File: src/rtl/microsequencer_stack_pkg.sv
// Shared definitions for the microsequencer: next-address select encodings
// and the microword field layout.
//
// Microword layout, LSB first:
//   [2:0]                      ns_sel  next-address select
//   [3+SSW-1:3]                sts_sel status input select
//   [3+SSW]                    inv     invert selected status
//   [4+SSW+AW-1:4+SSW]         lit     literal target address
//   [MW-1:4+SSW+AW]            ctrl    datapath control field
package microsequencer_stack_pkg;

    typedef enum logic [2:0] {
        NS_ZERO   = 3'd0,
        NS_DECODE = 3'd1,
        NS_JUMP   = 3'd2,
        NS_INC    = 3'd3,
        NS_CJUMP  = 3'd4,
        NS_CALL   = 3'd5,
        NS_RET    = 3'd6,
        NS_WAIT   = 3'd7
    } ns_sel_e;

    localparam int NS_W    = 3;
    localparam int NS_LSB  = 0;
    localparam int STS_LSB = 3;

    function automatic int inv_pos(input int ssw);
        return 3 + ssw;
    endfunction

    function automatic int lit_lsb(input int ssw);
        return 4 + ssw;
    endfunction

    function automatic int ctrl_lsb(input int ssw, input int aw);
        return 4 + ssw + aw;
    endfunction

    function automatic int mw_width(input int ctrl_w, input int ssw, input int aw);
        return ctrl_w + 4 + ssw + aw;
    endfunction

    // Offsets for the default configuration (AW=8, SSW=2, CTRL_W=40).
    localparam int INV_POS_DEF  = 5;
    localparam int LIT_LSB_DEF  = 6;
    localparam int CTRL_LSB_DEF = 14;
    localparam int MW_DEF       = 54;

endpackage

File: src/rtl/microsequencer_stack_if.sv
// Bus between the microsequencer and its surroundings (instruction encoder,
// status sources, combinational microstore).
//
// Signals:
//   mword        microword returned by the microstore for uaddr
//   decode_addr  entry address from the instruction encoder
//   sts          status inputs
//   stall        freeze the sequencer
//   uaddr        combinational address to the microstore
//   ctrl         control field of the word held in the pipeline register
//   CurrentState address of the word held in the pipeline register
//   stk_level    return-stack occupancy
//   stk_err      sticky stack overflow/underflow flag
//
// Transfer contract: there is no valid/ready pair. Every rising clock with
// stall low is a transfer: the word the microstore returns for uaddr is
// captured and becomes active (ctrl/CurrentState) after that edge. With
// stall high no transfer happens and uaddr shows the current address.
interface microsequencer_stack_if
    import microsequencer_stack_pkg::*;
#(
    parameter int AW        = 8,
    parameter int STS_N     = 4,
    parameter int SSW       = 2,
    parameter int STK_DEPTH = 4,
    parameter int CTRL_W    = 40
) ();
    localparam int MW    = mw_width(CTRL_W, SSW, AW);
    localparam int LVL_W = $clog2(STK_DEPTH + 1);

    logic [MW-1:0]     mword;
    logic [AW-1:0]     decode_addr;
    logic [STS_N-1:0]  sts;
    logic              stall;
    logic [AW-1:0]     uaddr;
    logic [CTRL_W-1:0] ctrl;
    logic [AW-1:0]     CurrentState;
    logic [LVL_W-1:0]  stk_level;
    logic              stk_err;

    // Sequencer side.
    modport slave (
        input  mword, decode_addr, sts, stall,
        output uaddr, ctrl, CurrentState, stk_level, stk_err
    );

    // Microstore / encoder side.
    modport master (
        output mword, decode_addr, sts, stall,
        input  uaddr, ctrl, CurrentState, stk_level, stk_err
    );
endinterface

File: src/rtl/microsequencer_stack_return_stack.sv
// Return-address stack (LIFO) for subroutine calls.
//
// Ports:
//   clk_i    rising-edge clock
//   rst_ni   asynchronous active-low reset (clears occupancy only)
//   push_i   push data_i (caller must not push when full)
//   pop_i    pop top entry (caller must not pop when empty)
//   data_i   return address to push
//   top_o    top entry, 0 when empty
//   level_o  number of entries held
//   full_o   level_o == DEPTH
//   empty_o  level_o == 0
module return_stack #(
    parameter  int AW    = 8,
    parameter  int DEPTH = 4,
    localparam int LW    = $clog2(DEPTH + 1),
    localparam int IW    = (DEPTH > 1) ? $clog2(DEPTH) : 1
) (
    input  logic          clk_i,
    input  logic          rst_ni,
    input  logic          push_i,
    input  logic          pop_i,
    input  logic [AW-1:0] data_i,
    output logic [AW-1:0] top_o,
    output logic [LW-1:0] level_o,
    output logic          full_o,
    output logic          empty_o
);
    logic [AW-1:0] mem_q [DEPTH];
    logic [LW-1:0] sp_q;
    logic [LW-1:0] sp_d;

    assign full_o  = (sp_q == LW'(DEPTH));
    assign empty_o = (sp_q == '0);
    assign level_o = sp_q;
    assign top_o   = empty_o ? '0 : mem_q[IW'(sp_q - LW'(1))];

    always_comb begin
        sp_d = sp_q;
        if (push_i) begin
            sp_d = sp_q + LW'(1);
        end else if (pop_i) begin
            sp_d = sp_q - LW'(1);
        end
    end

    always_ff @(posedge clk_i or negedge rst_ni) begin
        if (!rst_ni) begin
            sp_q <= '0;
        end else begin
            sp_q <= sp_d;
        end
    end

    // Entry contents need no reset: only entries below sp are ever read.
    always_ff @(posedge clk_i) begin
        if (push_i) begin
            mem_q[IW'(sp_q)] <= data_i;
        end
    end
endmodule

File: src/rtl/microsequencer_stack.sv
// Microsequencer with a pipeline register and a hardware return-address
// stack. Computes the next microstore address from the word held in the
// pipeline register, the current address, status inputs and the encoder's
// entry address.
//
// Ports:
//   Clk    rising-edge clock
//   RESET  asynchronous active-low reset
//   bus    microsequencer_stack_if.slave (microword in, address/controls out)
module microsequencer_stack
    import microsequencer_stack_pkg::*;
#(
    parameter int AW        = 8,
    parameter int STS_N     = 4,
    parameter int SSW       = 2,
    parameter int STK_DEPTH = 4,
    parameter int CTRL_W    = 40
) (
    input logic                   Clk,
    input logic                   RESET,
    microsequencer_stack_if.slave bus
);
    localparam int MW       = mw_width(CTRL_W, SSW, AW);
    localparam int INV_POS  = inv_pos(SSW);
    localparam int LIT_LSB  = lit_lsb(SSW);
    localparam int CTRL_LSB = ctrl_lsb(SSW, AW);
    localparam int LVL_W    = $clog2(STK_DEPTH + 1);
    localparam int SEL_N    = 2 ** SSW;

    logic [MW-1:0]    pipe_q;
    logic [AW-1:0]    cur_q;
    logic             err_q, err_d;

    ns_sel_e          ns;
    logic [SSW-1:0]   sts_sel;
    logic             inv;
    logic [AW-1:0]    lit;
    logic [SEL_N-1:0] sts_ext;
    logic             s;
    logic [AW-1:0]    inc;
    logic [AW-1:0]    next;
    logic             push_req, pop_req;
    logic             push, pop;
    logic [AW-1:0]    top;
    logic [LVL_W-1:0] level;
    logic             full, empty;

    assign ns      = ns_sel_e'(pipe_q[NS_LSB +: NS_W]);
    assign sts_sel = pipe_q[STS_LSB +: SSW];
    assign inv     = pipe_q[INV_POS];
    assign lit     = pipe_q[LIT_LSB +: AW];

    // Zero-extend the status vector so selects beyond STS_N read as 0.
    assign sts_ext = SEL_N'(bus.sts);
    assign s       = sts_ext[sts_sel] ^ inv;
    assign inc     = cur_q + AW'(1);

    always_comb begin
        next     = '0;
        push_req = 1'b0;
        pop_req  = 1'b0;
        case (ns)
            NS_ZERO:   next = '0;
            NS_DECODE: next = bus.decode_addr;
            NS_JUMP:   next = lit;
            NS_INC:    next = inc;
            NS_CJUMP:  next = s ? lit : inc;
            NS_CALL: begin
                next     = lit;
                push_req = 1'b1;
            end
            NS_RET: begin
                // top reads 0 on an empty stack, giving the underflow target.
                next    = top;
                pop_req = 1'b1;
            end
            NS_WAIT:   next = s ? inc : cur_q;
            default:   next = '0;
        endcase
    end

    // Overflowing calls still jump; only the push is dropped.
    assign push  = !bus.stall && push_req && !full;
    assign pop   = !bus.stall && pop_req && !empty;
    assign err_d = err_q || (!bus.stall && ((push_req && full) || (pop_req && empty)));

    always_ff @(posedge Clk or negedge RESET) begin
        if (!RESET) begin
            pipe_q <= '0;
            cur_q  <= '0;
            err_q  <= 1'b0;
        end else begin
            if (!bus.stall) begin
                pipe_q <= bus.mword;
                cur_q  <= next;
            end
            err_q <= err_d;
        end
    end

    return_stack #(
        .AW    (AW),
        .DEPTH (STK_DEPTH)
    ) u_stack (
        .clk_i   (Clk),
        .rst_ni  (RESET),
        .push_i  (push),
        .pop_i   (pop),
        .data_i  (inc),
        .top_o   (top),
        .level_o (level),
        .full_o  (full),
        .empty_o (empty)
    );

    assign bus.uaddr        = bus.stall ? cur_q : next;
    assign bus.ctrl         = pipe_q[CTRL_LSB +: CTRL_W];
    assign bus.CurrentState = cur_q;
    assign bus.stk_level    = level;
    assign bus.stk_err      = err_q;
endmodule

File: src/flat_wrapper.sv
// flat-port wrapper written by rule: the top's interface ports become plain ports
module microsequencer_stack_flat import microsequencer_stack_pkg::*;
#(
    parameter int AW        = 8,
    parameter int STS_N     = 4,
    parameter int SSW       = 2,
    parameter int STK_DEPTH = 4,
    parameter int CTRL_W    = 40
)
  (Clk, RESET, bus_mword, bus_decode_addr, bus_sts, bus_stall, bus_uaddr, bus_ctrl, bus_CurrentState, bus_stk_level, bus_stk_err);
  microsequencer_stack_if #(.AW(AW), .STS_N(STS_N), .SSW(SSW), .STK_DEPTH(STK_DEPTH), .CTRL_W(CTRL_W)) bus_i ();
  input logic Clk;
  input logic RESET;
  input wire logic [$bits(bus_i.mword)-1:0] bus_mword;
  input wire logic [$bits(bus_i.decode_addr)-1:0] bus_decode_addr;
  input wire logic [$bits(bus_i.sts)-1:0] bus_sts;
  input wire logic [$bits(bus_i.stall)-1:0] bus_stall;
  output wire logic [$bits(bus_i.uaddr)-1:0] bus_uaddr;
  output wire logic [$bits(bus_i.ctrl)-1:0] bus_ctrl;
  output wire logic [$bits(bus_i.CurrentState)-1:0] bus_CurrentState;
  output wire logic [$bits(bus_i.stk_level)-1:0] bus_stk_level;
  output wire logic [$bits(bus_i.stk_err)-1:0] bus_stk_err;
  assign bus_i.mword = bus_mword;
  assign bus_i.decode_addr = bus_decode_addr;
  assign bus_i.sts = bus_sts;
  assign bus_i.stall = bus_stall;
  assign bus_uaddr = bus_i.uaddr;
  assign bus_ctrl = bus_i.ctrl;
  assign bus_CurrentState = bus_i.CurrentState;
  assign bus_stk_level = bus_i.stk_level;
  assign bus_stk_err = bus_i.stk_err;
  microsequencer_stack #(.AW(AW), .STS_N(STS_N), .SSW(SSW), .STK_DEPTH(STK_DEPTH), .CTRL_W(CTRL_W)) u_core (.Clk(Clk), .RESET(RESET), .bus(bus_i));
endmodule
File: config.mk
export PLATFORM = sky130hd
export DESIGN_NAME = microsequencer_stack_flat
export DESIGN_NICKNAME = d
export VERILOG_FILES = /design/src/rtl/microsequencer_stack_pkg.sv /design/src/rtl/microsequencer_stack_if.sv /design/src/rtl/microsequencer_stack_return_stack.sv /design/src/rtl/microsequencer_stack.sv /design/src/flat_wrapper.sv
export SDC_FILE = /design/constraint.sdc
export NUM_CORES = 1
export LEC_CHECK = 0
export BUFFER_PORTS_ARGS = -buffer_cell sky130_fd_sc_hd__buf_2
export CAP_MARGIN = 30
export CORE_MARGIN = 3
export CORE_UTILIZATION = 59
export CTS_BUF_LIST = sky130_fd_sc_hd__clkbuf_8
export DETAILED_ROUTE_END_ITERATION = 6
export PLACE_DENSITY = 0.89
export SYNTH_ARGS = -nofsm -noshare
export SYNTH_HDL_FRONTEND = slang
export SYNTH_SLANG_ARGS = --single-unit
export TNS_END_PERCENT = 50
File: constraint.sdc
create_clock -name Clk -period 6.9 [get_ports Clk]
set_input_delay 0.69 -clock Clk [delete_from_list [all_inputs] [get_ports Clk]]
set_output_delay 0.69 -clock Clk [all_outputs]
set_load 0.02 [all_outputs]
## After elaboration in Yosys (flattened, before gate mapping)

Memory sizes are Yosys's and may differ from the RTL's.
Index checks and enable logic that the tools add are counted.
Widths: inputs -> output; s select.

| operators by class | value |
|---|---|
| magnitude comparators | 1 |
| bitwise logic cells | 1 |
| multiplexer cells | 13 |
| reduce and logical (&&, ||, !) cells | 16 |
| equality and inequality tests | 8 |
| add/sub/neg operators | 3 |

Operators with widths:

| kind | number |
|---|---|
| $pmux 8 s7 | 1 |
| $mux 8 | 4 |
| $eq 3x3->1 const B | 5 |
| $add 8x1->8 const B | 1 |
| $logic_and 1x1->1 | 7 |
| $eq 3x2->1 const B | 2 |
| $logic_not 3->1 | 2 |
| $mux 3 | 2 |
| $mux 1 | 5 |
| $add 3x1->3 const B | 1 |
| $eq 3x1->1 const B | 1 |
| $logic_not 1->1 | 3 |
| $lt 2x3->1 const B | 1 |
| $sub 3x1->3 const B | 1 |
| $bmux 1 s2 | 1 |
| $logic_or 1x1->1 | 2 |
| $reduce_bool 2->1 | 1 |
| $reduce_or 2->1 | 1 |
| $xor 1x1->1 | 1 |

| word-level totals | value |
|---|---|
| register bits | 66 |
| memories kept | 1 |
| output and inout bits | 60 |
| input bits | 69 |
| memory bits (writable) | 32 |
| word-level logic and storage cells | 47 |

Memory list:

| name | depth | bits a word | read ports | clocked after Yosys merged registers in | write ports | line | source |
|---|---|---|---|---|---|---|---|
| u_core.u_stack.mem_q | 4 | 8 | 1 | 0 | 1 | microsequencer_stack_return_stack.sv:29 | `logic [AW-1:0] mem_q [DEPTH];` |

## Logic depth before layout (Yosys ltp)

| logic depth | value |
|---|---|
| word-level depth | 6 |
| mapped depth | 9 |

## Cells and area by module

Synthesis repeated with hierarchy kept, for this count alone.

| second synthesis, totals | value |
|---|---|
| cells, all modules | 361 |
| area total of the unflattened synthesis | 4773.3 um^2 |

Modules (own cells, without submodules):

| module | cells an instance | area each (um^2) | sequential area each (um^2) | times used |
|---|---|---|---|---|
| microsequencer_stack | 284 | 3308.2 | 1576.5 | 1 |
| return_stack | 77 | 1465.2 | 1036.0 | 1 |

## Least setup slack after synthesis

No wires, ideal clock.

| timing | value |
|---|---|
| path kind | reg2out |
| from | register u_core.u_stack.sp_q[0], in the netlist u_core.u_stack.level_o[0] |
| to | output port bus_uaddr[3] |
| stages on the path, launching flop included | 9 |
| data arrival time | 2.601 ns |
| path slack | 3.609 ns |
| buffers on the path | 2 |
| cell sequence | dfrtp_1 buf_2 inv_1 ha_1 buf_1 mux4_2 a222oi_1 o211ai_1 a221o_1 |

| between the ends | value |
|---|---|
| word-level cells in the longest chain between the ends | 5 |
| elaborated cells on any way between the ends | 6 |

RTL lines:

| element | line | source |
|---|---|---|
| start, declared | microsequencer_stack_return_stack.sv:30 | `logic [LW-1:0] sp_q;` |
| start signal, assigned | microsequencer_stack_return_stack.sv:51 | `sp_q <= sp_d;` |
| $sub 3x1->3 | n/a |  |
| $mem_v2 4x8 | n/a |  |
| $mux 8 * | microsequencer_stack_return_stack.sv:36 | `assign top_o = empty_o ? '0 : mem_q[IW'(sp_q - LW'(1))];` |
| $pmux 8 s7 * | microsequencer_stack.sv:62 | `case (ns)` |
| $mux 8 * | microsequencer_stack.sv:116 | `assign bus.uaddr = bus.stall ? cur_q : next;` |
| end, declared | flat_wrapper.sv:18 | `output wire logic [$bits(bus_i.uaddr)-1:0] bus_uaddr;` |

Every way passes the cells marked *; elsewhere a longest branch is shown, timed or not.

## Worst setup path after layout

Ends and elaborated chain as after synthesis.

==> impl_metrics.py <==
metrics = {
    "worst_hold_path": {
        "min_to": "u_core.bus.stk_err$_DFF_PN0_",
        "min_path_type": "reg -> reg",
        "hold_depth": 1,
        "worstHoldStart": "u_core.bus.stk_err$_DFF_PN0_",
    },
    "route": {
        "wire_per_inst_um": 18.9,
        "dr_total_vias": 3209,
        "firstDrtPassIters": 5,
        "wl_um": 10300,
        "drc_errors": 0,
        "antenna_left": 0,
        "routed_via_density": 5.86,
        "drtIter0Drc": 334,
    },
    "floorplanning": {
        "die-area_mm2": 0.00918,
        "die_y_um": 95.8,
        "pin_count": 129,
        "core_area_mm2": 0.00777,
        "start_util": 0.612,
        "die_w_um": 95.8,
        "rows": 32,
    },
    "worst_setup_path": {
        "crit_path_end_kind": "output pin",
        "critPathMaxFanout": 12,
        "crit_arrival_ps": 3220,
        "r2r_start": "u_core.u_stack.level_o[0]$_DFFE_PN0P_",
        "cp.required_ps": 6210,
        "worstSetupPathType": "reg -> out",
        "crit_chain": "inv_1 -> ha_1 -> mux4_2 -> a222oi_1 -> o211ai_1 -> a221o_1 -> buf_2",
        "max_stage_delay_ps": 770,
        "regToRegEndpoint": "u_core.bus.CurrentState[3]$_DFF_PN0_",
        "reg2reg_slack_ps": 4100,
        "start_kind": "flop",
        "rr_worst_depth": 6,
        "cp_slowest_cell": "dfrtp_1",
    },
    "power": {
        "p_leak_nw": 2.37,
        "power.density_mw_per_mm2": 324,
        "ir_drop_uv": 230,
    },
    "global_routing": {
        "antenna_found_initial": 0,
        "grt_pass1_vias": 3182,
        "grt_max_degree": 70,
        "overflow": 0,
        "grt_pass1_wl_um": 15400,
        "grt_usage": 0.225,
    },
    "clocking": {
        "htree_levels": 3,
        "clk_path_buf_depth": 2,
        "cts_resized": 0,
        "postCtsHoldBufs": 0,
        "path_clk_slew_ps": 90,
        "clk_latency_ps": 360,
        "cts_root_buffer": "clkbuf_8",
        "cts_setup_buffers": 0,
        "numCtsBuffers": 9,
        "cts_sinks": 98,
        "tritoncts": "done",
    },
    "layout": {
        "multi_input_area_mm2": 0.00176,
        "final_util": 0.696,
        "design_area_mm2": 0.00541,
        "syn2layout_area_growth_pct": 13.6,
        "final_nets": 516,
        "n_antenna_cell": 0,
        "fill_cells": 545,
        "ff_latch_area_mm2": 0.00261,
        "drive_above_1_share": 0.487,
        "final_cells": 548,
    },
    "run": {
        "cap_violations": 0,
    },
    "place": {
        "place.gp.congestion": 0.916,
        "io_buffers": 128,
        "place_area_mm2": 0.00517,
        "place_inst": 532,
        "hpwl_um": 7430,
    },
    "synth": {
        "netlist_area_mm2": 0.00476,
        "synthTopCellsByArea": "dfrtp_1 (35%), edfxtp_1 (20%), mux2_2 (13%), buf_4 (6.3%), mux4_2 (4.3%)",
        "synth_top_area_share": 0.347,
        "synth_nets": 433,
        "synthCells": 358,
        "synth_edf_count": 32,
        "syn_area_per_cell_um2": 13.3,
        "yosysTopAreaCell": "dfrtp_1",
        "ys_types": 52,
        "yosys_warnings": 0,
        "yosysSeqAreaShare": 0.549,
        "ys_dominant_reg_cell": "dfrtp_1",
        "async_flop_share": 0.673,
        "synth-seq-cells": 98,
    },
    "sta": {
        "grt_setup_unrepaired": "no",
        "min_period_ps": 3910,
        "slew_violations": 0,
        "clock_skew_ps": 8.83,
        "setup_violations": 0,
        "hold_viol": 0,
        "worst_slew_pin_slew_ps": 845,
        "fmax_mhz": 256,
        "tns_ps": 0,
        "slew_headroom": 0.437,
        "post-route-period-util": 0.566,
    },
    "run_status": {
        "status": "completed",
    },
}
cells in the mapped netlist, types with 4 or more instances:
cell	n
dfrtp_1	66
mux2_2	54
buf_4	40
edfxtp_1	32
clkbuf_1	13
a21oi_1	12
nand2_1	11
o21ai_0	11
nor2_1	10
mux4_2	9
nand3_1	7
and2_1	6
ha_1	6
nand2b_1	6
xnor2_1	6
nor3_1	5
xor2_1	5
and3_1	4
inv_1	4
o211ai_1	4
cells in the final DEF, fill, tap and decap left out, types with 7 or more instances in the layout:
master / instances
nand2_1: 11
o21ai_0: 11
clkbuf_8: 11
mux4_2: 9
mux2_2: 54
nand3_1: 7
nor2_1: 10
a21oi_1: 12
buf_2: 128
dfrtp_1: 66
edfxtp_1: 32
routing by layer:
metal | share of wire | GRT usage | wire (um)
met5 | 0 | 0 | 0
met4 | 0.022 | 0.0723 | 225
met3 | 0.091 | 0.0696 | 942
met2 | 0.53 | 0.394 | 5470
met1 | 0.36 | 0.265 | 3700
cell type report:
type | count | share of cell area
sequential | 98 | 0.483
clock inverter | 5 | 0.0155
timing repair buffer | 130 | 0.121
tap | 102 | 0.0236
clock buffer | 11 | 0.0280
multi-input combinational | 198 | 0.325
inverter | 4 | 0.00278
worst max-delay path: cells and delay by family, from the launching register on:
| kind | cells | cell delay (ps) |
|---|---|---|
| flip-flops | 1 | 770 |
| AO/OA/AOI/OAI | 3 | 720 |
| adder cells (fa/ha/maj) | 1 | 600 |
| buffers and inverters | 2 | 410 |
| multiplexers | 1 | 360 |
cell families (layout without fill, tap and decap cells):
kind of cell / Yosys count / count (layout) / share of synthesized area
AOI/OAI and AO/OA: 58 / 58 / 0.0915
muxes: 65 / 65 / 0.175
and+or+nand+nor: 57 / 57 / 0.0642
buffers and inverters: 62 / 150 / 0.0810
xor gates and xnor gates: 12 / 12 / 0.0237
DFF: 98 / 98 / 0.549
adders and majority gates: 6 / 6 / 0.0158
power by group:
group          internal, mW  total (mW)  switching, mW
Clock                 0.227       0.423          0.196
Sequential            0.693       0.785         0.0926
Combinational         0.235       0.542          0.307
Total                  1.15        1.75          0.596
sequential cells by signal, indices dropped and copies added (netlist names):
name	flops
u_core.bus.CurrentState	8
u_core.pipe_q	54
u_core.u_stack.level_o	3
u_core.u_stack.mem_q	32
u_core.bus.stk_err	1
how the worst max path moves through the flow:
stage | startpoint | to | cells after the start
CTS | u_core.u_stack.level_o[0]$_DFFE_PN0P_ | bus_uaddr[3] | 7
global placement | u_core.u_stack.level_o[0]$_DFFE_PN0P_ | bus_uaddr[3] | 7
detailed placement | u_core.u_stack.level_o[0]$_DFFE_PN0P_ | bus_uaddr[3] | 7
floorplan | u_core.u_stack.level_o[0]$_DFFE_PN0P_ | bus_uaddr[3] | 8
finish | u_core.u_stack.level_o[0]$_DFFE_PN0P_ | bus_uaddr[3] | 7
global route | u_core.u_stack.level_o[0]$_DFFE_PN0P_ | bus_uaddr[3] | 7
metrics by stage:
stage | hold slack, ps | setup WS (ps) | total power, mW
3_3_place_gp | 449 | 3480 | 1.31
6_report | 497 | 2990 | 1.75
5_1_grt | 517 | 2680 | 1.84
4_1_cts | 503 | 2990 | 1.76
3_5_place_dp | 480 | 3390 | 1.34
2_1_floorplan | 394 | 3610 | 1.19
(Power assumes the default switching activity.)
